`src/rtl/fifo_pkg.sv`:
```
// ============================================================================
// Module      : fifo_pkg
// Description : Shared async-FIFO helpers: pointer widths, pointer/address
//               typedefs and Gray/binary conversion functions.
// Revision    : 1.0 - initial release
// ============================================================================
`default_nettype none

package fifo_pkg;

    localparam int c_DEF_DEPTH = 16;

    // Address width for a power-of-two depth; the pointer carries one extra wrap bit.
    function automatic int addr_w(input int depth);
        return $clog2(depth);
    endfunction

    function automatic int ptr_w(input int depth);
        return $clog2(depth) + 1;
    endfunction

    localparam int c_DEF_AW = $clog2(c_DEF_DEPTH);
    localparam int c_DEF_PW = c_DEF_AW + 1;

    typedef logic [c_DEF_PW-1:0] ptr_t;
    typedef logic [c_DEF_AW-1:0] addr_t;

    function automatic logic [31:0] bin2gray(input logic [31:0] bin);
        return bin ^ (bin >> 1);
    endfunction

    function automatic logic [31:0] gray2bin(input logic [31:0] gray);
        logic [31:0] bin;
        bin = gray;
        for (int i = 1; i < 32; i++) begin
            bin = bin ^ (gray >> i);
        end
        return bin;
    endfunction

endpackage

`default_nettype wire

```
`src/rtl/gray2bin.sv`:
```
// ============================================================================
// Module      : gray2bin
// Description : Combinational Gray-to-binary conversion (XOR prefix from MSB).
// Revision    : 1.0 - initial release
// ============================================================================
`default_nettype none

module gray2bin #(
    parameter int W = 5
) (
    input  logic [W-1:0] gray,
    output logic [W-1:0] bin
);

    // Each binary bit is the XOR of all Gray bits at or above it.
    for (genvar i = 0; i < W; i++) begin : g_bit
        assign bin[i] = ^gray[W-1:i];
    end

endmodule

`default_nettype wire

```
`src/rtl/rptr_empty.sv`:
```
// ============================================================================
// Module      : rptr_empty
// Description : Read-side pointer, empty/almost-empty, occupancy and underflow
//               generation for the async FIFO. FIFO_RD_COUNT_EN enables
//               rd_count and true almost_empty.
// Revision    : 1.0 - initial release
// ============================================================================
`default_nettype none

module rptr_empty
    import fifo_pkg::*;
#(
    parameter int DEPTH     = 16,
    parameter int AE_THRESH = 2,
    localparam int AW = $clog2(DEPTH),
    localparam int PW = AW + 1
) (
    input  logic          r_clk,
    input  logic          rst_n,
    input  logic          r_en,
    input  logic [PW-1:0] rsync_ptr2,
    output logic [PW-1:0] rptr,
    output logic [AW-1:0] raddr,
    output logic          empty,
    output logic          almost_empty,
    output logic [PW-1:0] rd_count,
    output logic          underflow
);

    logic [PW-1:0] r_bin;
    logic          w_rd_ok;
    logic [PW-1:0] w_bin_next;
    logic [PW-1:0] w_gray_next;
    logic [31:0]   w_gray_full;
    logic          w_empty_next;

    assign w_rd_ok      = r_en & ~empty;
    assign w_bin_next   = r_bin + {{(PW-1){1'b0}}, w_rd_ok};
    assign w_gray_full  = bin2gray({{(32-PW){1'b0}}, w_bin_next});
    assign w_gray_next  = w_gray_full[PW-1:0];
    // Full-width compare: the wrap bit separates "empty" from "full".
    assign w_empty_next = (w_gray_next == rsync_ptr2);

    always_ff @(posedge r_clk or negedge rst_n) begin
        if (!rst_n) begin
            r_bin     <= '0;
            rptr      <= '0;
            empty     <= 1'b1;
            underflow <= 1'b0;
        end else begin
            r_bin     <= w_bin_next;
            rptr      <= w_gray_next;
            empty     <= w_empty_next;
            underflow <= r_en & empty;
        end
    end

    assign raddr = r_bin[AW-1:0];

`ifdef FIFO_RD_COUNT_EN
    localparam logic [PW-1:0] c_AE_THRESH = PW'(AE_THRESH);

    logic [PW-1:0] w_wbin_s;
    logic [PW-1:0] w_count_next;
    logic          r_almost_empty;
    logic [PW-1:0] r_rd_count;

    gray2bin #(
        .W (PW)
    ) u_gray2bin (
        .gray (rsync_ptr2),
        .bin  (w_wbin_s)
    );

    assign w_count_next = w_wbin_s - w_bin_next;

    always_ff @(posedge r_clk or negedge rst_n) begin
        if (!rst_n) begin
            r_rd_count     <= '0;
            r_almost_empty <= 1'b1;
        end else begin
            r_rd_count     <= w_count_next;
            r_almost_empty <= (w_count_next <= c_AE_THRESH);
        end
    end

    assign rd_count     = r_rd_count;
    assign almost_empty = r_almost_empty;
`else
    assign rd_count     = '0;
    assign almost_empty = empty;
`endif

endmodule

`default_nettype wire

```
`config.mk`:
```
export PLATFORM = sky130hd
export DESIGN_NAME = rptr_empty
export DESIGN_NICKNAME = d
export VERILOG_FILES = /design/src/rtl/fifo_pkg.sv /design/src/rtl/gray2bin.sv /design/src/rtl/rptr_empty.sv
export SDC_FILE = /design/constraint.sdc
export NUM_CORES = 1
export LEC_CHECK = 0
export ABC_AREA = 1
export CAP_MARGIN = 20
export CORE_UTILIZATION = 40
export DETAILED_ROUTE_END_ITERATION = 10
export GPL_TIMING_DRIVEN = 0
export PLACE_DENSITY = 0.74
export SETUP_SLACK_MARGIN = 0.4
export SYNTH_ARGS = -nofsm -noshare
export SYNTH_HDL_FRONTEND = slang
export SYNTH_SLANG_ARGS = --single-unit
```
`constraint.sdc`:
```
create_clock -name r_clk -period 3.1 [get_ports r_clk]
set_input_delay 0.31 -clock r_clk [delete_from_list [all_inputs] [get_ports r_clk]]
set_output_delay 0.31 -clock r_clk [all_outputs]
set_load 0.02 [all_outputs]
```
==> run_results.csv, run 1 <==
group,metric,value,unit
finish,area_delta_synth_final,39.1,%
clock_network,cts_hold_buf,0,
synthesis,synth-seq-cells,11,
finish,fin_area,895,um2
synthesis,synthesis.area,643,um2
sta,maxSlewViolCount,0,
finish,diodes,0,
clock_network,cts_buffers,3,
floorplanning,die_width,42.1,um
setup_path,crit_required,3310,ps
power_and_ir_drop,leakagePower,0.479,nW
clock_network,cts_tree,"yes",
global_routing,grt-ovfl-total,0,
global_routing,antenna_found_initial,0,
synthesis,synth_top_area_cell,"dfrtp_1",
floorplanning,die_area,1770,um2
run_status,status,"completed",
route,avgViaCountPerCell,4.61,
synthesis,postSynthCellCount,85,
finish,nets,123,
power_and_ir_drop,pwr-share-comb,63.8,%
route,ant_nets,0,
synthesis,yosysTopAreaCellShare,38.9,%
sta,final.min_clock_period,2000,ps
power_and_ir_drop,power_switching,452,uW
sta,finalHoldViolCount,0,
setup_path,cp-end-kind,"register",
global_routing,grt_pass1_vias,536,
clock_network,clock_latency,270,ps
clock_network,ctsHtreeMaxLevel,1,
setup_path,cp.arrival,2200,ps
floorplanning,start_util,42.7,%
synthesis,ys_warn_count,0,
synthesis,synth_seq_area_share,43.0,%
finish,layout-drive-gt1-share,14.3,%
synthesis,synthFlopType,"dfrtp_1",
setup_path,path_class,"register to register",
floorplanning,row_count,14,
place,placedInstanceArea,868,um2
sta,tns,0,ps
power_and_ir_drop,irDropWorstVdd,0.000418,V
clock_network,cts.clk_slew.worst_paths,70,ps
floorplanning,fp.coreArea,1510,um2
power_and_ir_drop,power.internal,530,uW
finish,num-fill-cells,136,
clock_network,cts-root-buf,"clkbuf_4",
clock_network,cts_num_sinks,11,
place,routabilityCongestion,0.763,
place,dpl.hpwl,1010,um
route,detail_route.iter0.violations,9,
route,num_vias,590,
place,io_buffers,19,
min_path,hold_path.class,"input pin to asynchronous set/reset pin",
route,dr.pass1.iters,4,
synthesis,ys_async_sr_fraction,100,%
sta,period_share,64.5,%
synthesis,synth_cell_type_count,15,
clock_network,clock_path_buffers,2,
floorplanning,die_h,42.1,um
clock_network,post-cts-setup-buffer-count,0,
synthesis,synth_common_cells,"32 x nand2_1, 10 x dfrtp_1, 10 x inv_1",
route,post-route-drc-count,0,
sta,max_freq,500,MHz
synthesis,synth.most_common_cell,"nand2_1",
route,routedWlPerCell,9.98,um
global_routing,track_usage,16.7,%
power_and_ir_drop,p_sw_share,46.0,%
power_and_ir_drop,p_per_area,1100,nW/um2
sta,setup_viol,0,
route,routed_wl,1280,um
job,maxCapViolations,0,
global_routing,grt_first_pass_wirelength,2270,um
synthesis,netlist_top_cells_area,"dfrtp_1 39%, nand2_1 19%, buf_4 8.2%",
synthesis,synth_edf_count,0,
sta,rsz0062_at_grt,"false",
synthesis,postSynthAreaPerCell,7.57,um2
setup_path,cp-start-kind,"register",
floorplanning,pin_count,25,
clock_network,ctsResizeCount,0,
power_and_ir_drop,p_seq_share,26.2,%
global_routing,grt_max_degree,12,
sta,skew,1.86,ps
setup_path,crit_path_max_fanout,5,
power_and_ir_drop,pwr-share-clk,10.1,%
## final timing paths
path,start,slack (ps),cells past startpoint,endpoint
max,almost_empty,1100,10,almost_empty
max reg2reg,almost_empty,1100,10,almost_empty
max in group asynchronous,rst_n,2380,1,almost_empty
min,rst_n,370,1,underflow
min in group r_clk,almost_empty,510,2,underflow
min reg2reg,almost_empty,510,2,underflow
## placed cells by master (no fill, tap or decap)
cell type / instances
clkbuf_4: 3
nor2_1: 3
buf_4: 7
nand4_1: 4
nand2_2: 2
inv_2: 2
xor2_1: 2
ha_1: 2
conb_1: 5
nand3_1: 6
dfstp_2: 1
clkdlybuf4s50_1: 19
inv_1: 10
xnor2_1: 2
nand2_1: 32
clkbuf_1: 1
dfrtp_1: 10
nor2_2: 1
## per-stage QoR
| step | instances | power [mW] | setup slack (ps) | hold slack, ps | utilization (%) |
|---|---|---|---|---|---|
| after global routing | 128 | 1.06 | 972 | 400 | 59.4 |
| final | 128 | 0.983 | 1100 | 369 | 59.4 |
| after CTS | 128 | 0.987 | 1090 | 387 | 59.4 |
| after global placement | 124 | 0.858 | 963 | 494 | 57.6 |
| after detailed placement | 124 | 0.885 | 863 | 500 | 57.6 |
| after floorplan | 89 | 0.672 | 1250 | 14.4 | - |
## critical path: stages (launching register included)
cell     delay, ps
dfstp_2        560
nor2_1          50
ha_1           220
ha_1           440
xor2_1         240
nand2_1         80
nand2_1         60
nand2_1         60
nor2_2          70
nand2_1         60
nor2_1         100
## area by class of cell
| class | count | area, um2 | share of cell area (%) |
|---|---|---|---|
| Multi-Input combinational cell | 59 | 284 | 31.7 |
| Sequential cell | 11 | 277 | 30.9 |
| Buffer | 7 | 52.6 | 5.87 |
| Inverter | 12 | 45.0 | 5.03 |
| Clock buffer | 4 | 26.3 | 2.94 |
| Tap cell | 16 | 20.0 | 2.24 |
| Timing Repair Buffer | 19 | 190 | 21.3 |
## logic make-up after synthesis
group | after synthesis | share of synthesized area, %
AND/OR/NAND/NOR | 48 | 31.9
buffers and inverters | 19 | 15.2
flip-flops | 11 | 43.0
XOR/XNOR | 4 | 5.45
adder cells (fa/ha/maj) | 2 | 3.89
other | 1 | 0.583
## registers in the layout, summed over array words and instances, names as in the netlist
name and cells:
r_bin 5, almost_empty 1, underflow 1, rptr 4
## routing by layer
layer | up-vias | GRT usage, % | wire (um)
met5 | - | 0 | 0
met4 | 0 | 7.50 | 14
met3 | 2 | 1.29 | 48
met2 | 22 | 29.1 | 671
met1 | 266 | 21.0 | 543
li1 | 300 | - | -
## power groups by stage
stage	Combinational, mW	Sequential (mW)	Clock, mW
floorplan	0.339	0.334	0
global placement	0.604	0.253	0
detailed placement	0.624	0.260	0
CTS	0.629	0.258	0.101
global route	0.690	0.267	0.107
finish	0.627	0.257	0.0989
Note: power is estimated with default switching activity, not from simulation.
==> inputs of run 2 (changes only) <==
--- a/config.mk
+++ b/config.mk
@@ -7,10 +7,10 @@
 export LEC_CHECK = 0
 export ABC_AREA = 1
 export CAP_MARGIN = 20
-export CORE_UTILIZATION = 40
+export CORE_UTILIZATION = 37
 export DETAILED_ROUTE_END_ITERATION = 10
 export GPL_TIMING_DRIVEN = 0
-export PLACE_DENSITY = 0.74
+export PLACE_DENSITY = 0.72
 export SETUP_SLACK_MARGIN = 0.4
 export SYNTH_ARGS = -nofsm -noshare
 export SYNTH_HDL_FRONTEND = slang
==> constraint.sdc (replaced) <==
create_clock -name r_clk -period 1.6 [get_ports r_clk]
set_input_delay 0.16 -clock r_clk [delete_from_list [all_inputs] [get_ports r_clk]]
set_output_delay 0.16 -clock r_clk [all_outputs]
set_load 0.02 [all_outputs]
==> run 2 against run 1 <==
The flow now finishes with violations (DRC, setup timing); clock skew increased by 5.2 ps; critical path depth decreased by 1; sequential share of layout area decreased by 4.7 points; via count grew 12%; first-iteration DRC count grew 56%; total power rose by 140%; sequential cell count unchanged; critical endpoint unchanged; register-to-register slack worse by 1200 ps; final area rose by 19%; largest cell class unchanged; setup slack got worse by 1200 ps; clock power grew 96%; sequential power grew 100%.
==> run_results.csv, run 2 (same netlist as run 1, synthesis figures left out) <==
group,metric,value,unit
finish,top_register,"r_bin",
setup_path,r2r_slack,-140,ps
clock_network,cts-root-buf,"clkbuf_4",
sta,period_share,109,%
floorplanning,die_h,43.7,um
clock_network,clock_latency,270,ps
setup_path,crit_chain,"nor2_2 > ha_2 > ha_4 > buf_4 > xnor2_2 > nand2_1 > nand2_1 > nand2_1 > nor2_1",
finish,diodes,0,
clock_network,clock_path_buffers,2,
sta,setup_ws,-141,ps
power_and_ir_drop,power.internal,1.25,mW
sta,maxSlewHeadroom,66.4,%
finish,instances_no_fill,138,
power_and_ir_drop,irDropWorstVdd,0.00160,V
sta,skew,7.01,ps
sta,tns,-141,ps
sta,rsz0062_at_grt,"true",
power_and_ir_drop,pwr-share-clk,8.2,%
setup_path,crit_slowest_cell,"dfstp_2",
power_and_ir_drop,leakagePower,0.569,nW
finish,reg_top3,"r_bin (5), rptr (4)",
run_status,failed_checks,"DRC, setup timing",
clock_network,cts_buffers,3,
place,dp_cells,124,
place,dpl.hpwl,1030,um
place,io_buffers,19,
floorplanning,fp.coreArea,1560,um2
global_routing,grt_first_pass_wirelength,2530,um
min_path,hold_path.class,"input pin to asynchronous set/reset pin",
finish,nets,133,
global_routing,track_usage,18.2,%
route,routed_wl,1600,um
floorplanning,die_area,1910,um2
setup_path,crit_start,"almost_empty",
power_and_ir_drop,p_sw_share,47.0,%
clock_network,cts.clk_slew.worst_paths,80,ps
finish,layout_commonest_cell,"nand2_1",
clock_network,ctsHtreeMaxLevel,1,
finish,largest_reg_flops,5,
route,detail_route.iter0.violations,14,
sta,setup_viol,1,
sta,max_freq,574,MHz
run_status,status,"finished with violations",
setup_path,reg2reg_to,"almost_empty",
power_and_ir_drop,p_seq_share,22.0,%
floorplanning,start_util,41.3,%
clock_network,cts_hold_buf,0,
sta,worst_pin_slew,503,ps
floorplanning,die_width,43.7,um
job,maxCapViolations,0,
finish,area_delta_synth_final,65.8,%
finish,fin_area,1070,um2
setup_path,cpMostUsedCell,"nand2_1",
setup_path,cp.arrival,1960,ps
place,routabilityCongestion,0.726,
route,num_vias,663,
sta,final.min_clock_period,1740,ps
setup_path,reg2reg_depth,9,
route,dr.pass1.iters,7,
floorplanning,row_count,14,
setup_path,max_stage_delay,550,ps
finish,layout_common_cells,"22 x nand2_1, 14 x buf_4, 9 x inv_1",
setup_path,crit_path_max_fanout,5,
global_routing,antenna_found_initial,0,
setup_path,crit_required,1810,ps
global_routing,grt_pass1_vias,640,
global_routing,grt-ovfl-total,0,
clock_network,cts_tree,"yes",
power_and_ir_drop,pwr-share-comb,69.8,%
route,post-route-drc-count,1,
finish,layout-drive-gt1-share,42.6,%
setup_path,r2r_start,"almost_empty",
finish,num-fill-cells,123,
route,ant_nets,0,
setup_path,cp-end-kind,"register",
setup_path,cp-start-kind,"register",
power_and_ir_drop,power_switching,1.11,mW
route,avgViaCountPerCell,4.80,
global_routing,grt_max_degree,12,
sta,finalHoldViolCount,0,
route,routedWlPerCell,11.6,um
power_and_ir_drop,p_per_area,2210,nW/um2
sta,maxSlewViolCount,0,
clock_network,cts_num_sinks,11,
place,placedInstanceArea,891,um2
setup_path,path_class,"register to register",
floorplanning,pin_count,25,
[run 2: changes by cell type in the layout (fill, tap and decap cells not counted), moves of 4 or more]
cell,delta
nand2_1,-10
nand2_4,+4
nand2_2,+6
buf_6,+5
buf_4,+7
dlygate4sd2_1,+8
clkdlybuf4s50_1,-13
[run 2: worst max-delay path by stage]
| stage | slack [ps] | end |
|---|---|---|
| global placement | -330 | almost_empty |
| CTS | -70 | almost_empty |
| floorplan | -110 | almost_empty |
| detailed placement | -370 | almost_empty |
| global route | -210 | almost_empty |
| finish | -140 | almost_empty |
[run 2: per-stage QoR]
stage / hold slack (ps) / setup slack, ps / utilization (%) / power (mW)
final: 214 / -141 / 68.4 / 2.36
after global routing: 250 / -212 / 68.4 / 2.52
after CTS: 219 / -65.3 / 64.5 / 2.15
after detailed placement: 494 / -373 / 57.1 / 1.79
after global placement: 492 / -327 / 57.1 / 1.73
after floorplan: -136 / -114 / - / 1.37
[run 2: power groups by stage]
stage / Combinational, mW / Sequential [mW] / Clock (mW)
2_1_floorplan: 0.714 / 0.654 / 0
3_3_place_gp: 1.23 / 0.497 / 0
3_5_place_dp: 1.28 / 0.512 / 0
4_1_cts: 1.46 / 0.502 / 0.192
5_1_grt: 1.78 / 0.536 / 0.209
6_report: 1.65 / 0.518 / 0.194
[run 2: metal layers]
layer / up-vias / share of wire [%] / global-route usage [%]
met2: 24 / 55 / 32.8
met1: 310 / 37 / 19.8
met5: - / 0 / 0
met3: 6 / 5.1 / 2.50
met4: 0 / 2.6 / 11.3
li1: 323 / - / -
[run 2: final cells by class]
type / instances / area (um2) / area share [%]
Clock inverter: 1 / 5.00 / 0.469
Sequential cell: 11 / 279 / 26.2
Clock buffer: 3 / 22.5 / 2.11
Tap cell: 16 / 20.0 / 1.88
Buffer: 7 / 52.6 / 4.93
Timing Repair Buffer: 29 / 260 / 24.4
Multi-Input combinational cell: 59 / 379 / 35.6
Inverter: 12 / 47.5 / 4.46
[run 2: worst max-delay path, delay by kind of cell (launching register included)]
kind | cells | cell delay [ps]
buffers and inverters | 1 | 150
xor gates and xnor gates | 1 | 210
DFF | 1 | 550
adders and majority gates | 2 | 470
and+or+nand+nor | 5 | 310
[run 2: repair_timing]
item | CTS | global route
pin swaps | 11 | 10
buffers inserted | 7 | 3
resized for setup | 36 | 17
endpoints found under the setup margin | 20 | 14
